**config.mk**
```make
export PLATFORM = sky130hd
export DESIGN_NAME = mc_control_fsm
export DESIGN_NICKNAME = d
export VERILOG_FILES = /design/src/rtl/mc_control_fsm.sv
export SDC_FILE = /design/constraint.sdc
export NUM_CORES = 1
export LEC_CHECK = 0
export ABC_AREA = 1
export CAP_MARGIN = 20
export CELL_PAD_IN_SITES_DETAIL_PLACEMENT = 1
export CELL_PAD_IN_SITES_GLOBAL_PLACEMENT = 1
export CORE_MARGIN = 5
export CORE_UTILIZATION = 40
export DETAILED_ROUTE_END_ITERATION = 16
export DONT_BUFFER_PORTS = 1
export PLACE_DENSITY = 0.88
export SLEW_MARGIN = 20
export SYNTH_ARGS = -nofsm -noshare
export SYNTH_HDL_FRONTEND = slang
export SYNTH_SLANG_ARGS = --single-unit
```
**constraint.sdc**
```tcl
create_clock -name i_clk -period 1.9 [get_ports i_clk]
set_input_delay 0.19 -clock i_clk [delete_from_list [all_inputs] [get_ports i_clk]]
set_output_delay 0.19 -clock i_clk [all_outputs]
set_load 0.005 [all_outputs]
```
**src/rtl/mc_control_fsm.sv**
```systemverilog
// mc_control_fsm: multicycle MIPS controller sequencing fetch/decode/execute/memory/writeback; emits all datapath enables, mux selects and debug state
module mc_control_fsm (
  input  logic       i_clk,
  input  logic       i_rst_n,
  input  logic [5:0] i_opcode,
  input  logic       i_zero,
  input  logic       i_mem_ready,
  output logic       o_pc_write,
  output logic       o_pc_write_cond,
  output logic       o_pc_write_cond_ne,
  output logic       o_iord,
  output logic       o_mem_read,
  output logic       o_mem_write,
  output logic       o_ir_write,
  output logic       o_reg_write,
  output logic       o_reg_dst,
  output logic       o_mem_to_reg,
  output logic       o_alu_src_a,
  output logic [1:0] o_alu_src_b,
  output logic       o_imm_zext,
  output logic [1:0] o_alu_op,
  output logic [1:0] o_pc_src,
  output logic       o_illegal,
  output logic [3:0] o_state
);
  typedef enum logic [3:0] {
    FETCH = 4'd0, DECODE = 4'd1, MEMADR = 4'd2, MEMRD = 4'd3, MEMWB = 4'd4, MEMWR = 4'd5,
    EXEC = 4'd6, ALUWB = 4'd7, BRANCH = 4'd8, IMMEX = 4'd9, IMMWB = 4'd10, JUMP = 4'd11
  } state_t;
  localparam logic [5:0] OP_R = 6'b000000, OP_J = 6'b000010, OP_BEQ = 6'b000100, OP_BNE = 6'b000101,
    OP_ADDI = 6'b001000, OP_SLTI = 6'b001010, OP_ANDI = 6'b001100, OP_ORI = 6'b001101,
    OP_XORI = 6'b001110, OP_LW = 6'b100011, OP_SW = 6'b101011;
  state_t state, next;
  logic is_zext, is_imm;
  assign is_zext = i_opcode == OP_ANDI || i_opcode == OP_ORI || i_opcode == OP_XORI;
  assign is_imm = is_zext || i_opcode == OP_ADDI || i_opcode == OP_SLTI;
  always_ff @(posedge i_clk or negedge i_rst_n)
    if (!i_rst_n) state <= FETCH;
    else state <= next;
  always_comb begin
    next = FETCH;
    o_pc_write = 1'b0;
    o_pc_write_cond = 1'b0;
    o_pc_write_cond_ne = 1'b0;
    o_iord = 1'b0;
    o_mem_read = 1'b0;
    o_mem_write = 1'b0;
    o_ir_write = 1'b0;
    o_reg_write = 1'b0;
    o_reg_dst = 1'b0;
    o_mem_to_reg = 1'b0;
    o_alu_src_a = 1'b0;
    o_alu_src_b = 2'b00;
    o_imm_zext = 1'b0;
    o_alu_op = 2'b00;
    o_pc_src = 2'b00;
    o_illegal = 1'b0;
    o_state = state;
    // outputs are gated by reset so they drop with no clock edge
    if (i_rst_n)
      case (state)
        FETCH: begin
          o_mem_read = 1'b1;
          o_alu_src_b = 2'b01;
          o_ir_write = i_mem_ready;
          o_pc_write = i_mem_ready;
          next = i_mem_ready ? DECODE : FETCH;
        end
        DECODE: begin
          o_alu_src_b = 2'b11;
          next = (i_opcode == OP_LW || i_opcode == OP_SW) ? MEMADR :
                 i_opcode == OP_R ? EXEC :
                 (i_opcode == OP_BEQ || i_opcode == OP_BNE) ? BRANCH :
                 is_imm ? IMMEX :
                 i_opcode == OP_J ? JUMP : FETCH;
          o_illegal = next == FETCH;
        end
        MEMADR: begin
          o_alu_src_a = 1'b1;
          o_alu_src_b = 2'b10;
          next = i_opcode == OP_LW ? MEMRD : MEMWR;
        end
        MEMRD: begin
          o_mem_read = 1'b1;
          o_iord = 1'b1;
          next = i_mem_ready ? MEMWB : MEMRD;
        end
        MEMWB: begin
          o_reg_write = 1'b1;
          o_mem_to_reg = 1'b1;
        end
        MEMWR: begin
          o_mem_write = 1'b1;
          o_iord = 1'b1;
          next = i_mem_ready ? FETCH : MEMWR;
        end
        EXEC: begin
          o_alu_src_a = 1'b1;
          o_alu_op = 2'b10;
          next = ALUWB;
        end
        ALUWB: begin
          o_reg_write = 1'b1;
          o_reg_dst = 1'b1;
        end
        BRANCH: begin
          o_alu_src_a = 1'b1;
          o_alu_op = 2'b01;
          o_pc_src = 2'b01;
          o_pc_write_cond = i_opcode == OP_BEQ;
          o_pc_write_cond_ne = i_opcode == OP_BNE;
        end
        IMMEX: begin
          o_alu_src_a = 1'b1;
          o_alu_src_b = 2'b10;
          o_alu_op = 2'b10;
          o_imm_zext = is_zext;
          next = IMMWB;
        end
        IMMWB: o_reg_write = 1'b1;
        JUMP: begin
          o_pc_write = 1'b1;
          o_pc_src = 2'b10;
        end
        default: next = FETCH;
      endcase
  end
endmodule

```
# Word-level counts from Yosys, hierarchy flattened
# Index checks and enable logic that the tools add are counted.
# classes
eq_ne	21
mux	43
reduce_logical	15
# op_table
operator	count
6-bit by 4-bit equality test with 1-bit output (second input constant)	5
4-bit one-hot mux with 7 select lines	1
1-bit 2-to-1 mux	26
4-bit 2-to-1 mux	6
4-bit by 3-bit equality test with 1-bit output (second input constant)	4
4-bit equality test (second input constant)	4
6-bit by 3-bit equality test with 1-bit output (second input constant)	2
6-bit equality test (second input constant)	2
3-bit 2-to-1 mux	3
4-bit by 2-bit equality test with 1-bit output (second input constant)	2
4-bit zero test	2
2-bit one-hot mux with 2 select lines	2
2-bit OR reduction	4
6-bit by 2-bit equality test with 1-bit output (second input constant)	1
6-bit zero test	1
1-bit logical OR	6
2-bit 2-to-1 mux	3
2-bit one-hot mux with 3 select lines	1
4-bit by 1-bit equality test with 1-bit output (second input constant)	1
4-bit OR reduction	1
3-bit OR reduction	1
1-bit one-hot mux with 2 select lines	1
# word_totals
reg_bits	4
out_inout_bits	23

# Logic depth before layout (Yosys ltp)
# depth
word_depth	12
mapped_depth	8

# Worst setup path after synthesis
# Ideal clock, no wire load.
# synth_timing
path_type	register to output
start	reg state[2], in the netlist o_state[2]
end	out o_illegal
arrival_time_ps	1093
t_required_ps	1710
setup_slack_ps	617
path_stages_with_launch	6
path_buffers	0
cell_sequence	dfrtp_1 nor2_2 nand3_1 inv_1 nand3_1 nor3_1
# synth_between
elab_chain_len	3
# synth_rtl
element	line_no	text
from (decl)	33	state_t state, next;
from (signal assigned)	39	else state <= next;
4-bit by 1-bit equality test with 1-bit output	61	case (state)
1-bit 2-to-1 mux	61	
1-bit 2-to-1 mux	60	if (i_rst_n)
to (decl)	23	output logic o_illegal,
# No other way between the ends.

# Worst setup path after layout
# Same ends and word-level chain as after synthesis.

==> summary.md <==
| Metric | Value |
|---|---|
| Crit Path Class | `flip-flop to output port` |
| Max Transition Viols Final | `0` |
| Placed Cells | `128` |
| Nets@finish | `128` |
| Most frequent cells in the layout | `nor2_1 (25), nand2_1 (24), nand3_1 (17), inv_1 (13)` |
| Least-Margin Pin Slew | `0.418 ns` |
| Synth warn | `0` |
| Critical path capture point type | `output port` |
| Worst-path clk slew | `0.04 ns` |
| Post-Syn Nets | `123` |
| Wire per inst | `14.6 um` |
| Mapped Area | `608 sq um` |
| Synth top area share | `16.5%` |
| Int Pwr | `0.177 mW` |
| Via density per instance | `5.64` |
| FILL cells | `231` |
| Ports | `33` |
| Pwr Density | `390 mW/mm^2` |
| Total power | `0.256 mW` |
| Final worst-path cycle share | `90.3%` |
| Hold path cells | `4` |
| Sink Count | `4` |
| Clock Power Share | `39.1%` |
| Worst skew pair latency | `0.23 ns` |
| First-pass GRT wire length | `3.48 mm` |
| R2r worst-path depth | `7` |
| Max Buffers Root-to-Sink | `2` |
| CTS tree | `yes` |
| Final hold vios | `0` |
| Root Buffer | `clkbuf_4` |
| Dpl hpwl | `1.65 mm` |
| Chip Height | `49.0 um` |
| Hold WS | `0.208 ns` |
| Most common cell after layout, fill and taps aside | `nor2_1` |
| CTS Buf Count | `3` |
| Routed via count | `744` |
| Post-Layout Cell Count | `132` |
| Initial antenna violation count | `0` |
| Net Sw Frac | `31.0%` |
| Multi-input gate area | `440 sq um` |
| Worst endpoint required time | `1.71 ns` |
| Initial drt markers | `17` |
| Final TNS setup | `0 ns` |
| Port Buf Inserts | `0` |
| Outcome | `complete, no violations` |
| DRC viols | `0` |
| Comb pwr share | `24.5%` |
| Core area | `0.00147 sq mm` |
| Routed Antenna Nets | `0` |
| Largest register FFs | `4` |
| FF/Latch Area | `100 sq um` |
| Cell taking the most area after synthesis | `dfrtp_1` |
| Final setup vio count | `0` |
| Final design utilization | `44.6%` |
| Total GRT Usage | `17.1%` |
| Final Critical Period | `1.72 ns` |
| Max Cap Viol | `0` |
| Register area share after synthesis | `16.5%` |
| Sequential Power Share | `36.5%` |
| Max IR drop VDD | `318 uV` |
| Leak | `0.335 nW` |
| First-pass DRT Iterations | `4` |
| Vias in the first global route | `767` |
| Mapped Cells | `113` |
| Syn_area_per_cell | `5.38 sq um` |
| Worst endpoint data arrival time | `1.53 ns` |
| Largest cells by area after synthesis | `dfrtp_1 (16%), nor2_1 (15%), nand2_1 (15%)` |
| Max frequency | `583 MHz` |
| Clock Skews | `0.00676 ns` |
| Site row count | `14` |
| Total Wirelength | `1.93 mm` |
| H-tree depth | `1` |
| Die Area | `0.00240 sq mm` |
| Switching power | `0.0794 mW` |
| Die width | `49.0 um` |
| Netlist cell types | `19` |
| GRT Residual Overflow | `0` |
| Synth Register Bits | `4` |
| Worst rel slew slack | `71.8%` |
| Layout cells sized above 1 | `16.4%` |
| Min-Delay Path Class | `primary input to flip-flop` |
| Area Overhead vs Synth | `8.02%` |
| Diodes inserted | `0` |
| Routability cong. | `0.878` |
| Initial Utilization | `41.3%` |
| RSZ-0062 raised after global routing | `no` |
| Largest net degree at the start of global routing | `13` |
| Startpoint types | `flip-flop` |
| CP max FO | `6` |
[power groups by stage]
stage                     clock network [mW]  registers [mW]  logic, mW
after floorplan                            0          0.0933     0.0482
after global placement                     0          0.0943     0.0574
after detailed placement                   0          0.0947     0.0601
after CTS                              0.105          0.0935     0.0633
after global routing                   0.113          0.0940     0.0721
final                                  0.100          0.0935     0.0627
[cells in the mapped netlist]
| library cell | number |
|---|---|
| a21oi_1 | 3 |
| a31oi_1 | 1 |
| clkbuf_1 | 1 |
| dfrtp_1 | 4 |
| inv_1 | 13 |
| inv_2 | 4 |
| nand2_1 | 24 |
| nand2_2 | 3 |
| nand3_1 | 17 |
| nand4_1 | 2 |
| nor2_1 | 25 |
| nor2_2 | 4 |
| nor2_4 | 3 |
| nor3_1 | 2 |
| nor3_2 | 1 |
| nor4_1 | 2 |
| o21ai_0 | 2 |
| o221a_2 | 1 |
| o22ai_1 | 1 |
[what timing repair did]
item | in CTS | in global routing
hold buffers | 1 | 0
buffers inserted | 0 | 0
resized for setup | 0 | 0
endpoints found under the hold margin | 4 | 0
[worst paths after layout]
check / from / endpoint / slack (ns)
setup / recovery: o_state[2] / o_illegal / 0.18
max in group asynchronous: i_rst_n / o_state[0] / 1.49
min in group asynchronous: i_rst_n / o_state[2] / 0.23
setup reg to reg: o_state[1] / o_state[2] / 0.56
hold / removal: i_rst_n / o_state[3] / 0.21
hold reg to reg: o_state[3] / o_state[3] / 0.68
[routing by layer]
layer	wire, um	global-route usage, %
met1	854	21.0
met2	953	30.2
met3	122	4.89
met4	0	1.79
met5	0	0
[final cells by class]
| type | count | share of cell area (%) |
|---|---|---|
| inverters | 17 | 9.71 |
| repair buffers | 1 | 1.52 |
| multi-input cells | 91 | 67.0 |
| well taps | 16 | 3.05 |
| flip-flops and latches | 4 | 15.2 |
| clock buffers | 3 | 3.43 |
[critical path, stage by stage, from the launching register on]
cell     delay (ns)
dfrtp_1        0.48
nor2_2         0.27
nand3_1        0.11
inv_1          0.11
nand3_1        0.07
nor3_1         0.26
[cell families (layout without fill, tap and decap cells)]
| group | Yosys count | in the layout | share of synthesized area, % |
|---|---|---|---|
| AND/OR/NAND/NOR | 83 | 83 | 64.4 |
| buffers and inverters | 18 | 21 | 11.1 |
| AO/OA/AOI/OAI | 8 | 8 | 8.03 |
| flip-flops | 4 | 4 | 16.5 |
[metrics by stage]
stage,cell area (sq um),worst slack (ns)
6_report,657,0.185
2_1_floorplan,608,0.617
3_3_place_gp,624,0.441
4_1_cts,657,0.161
5_1_grt,657,0.0459
3_5_place_dp,624,0.396
Power figures use the tool's default switching activity.
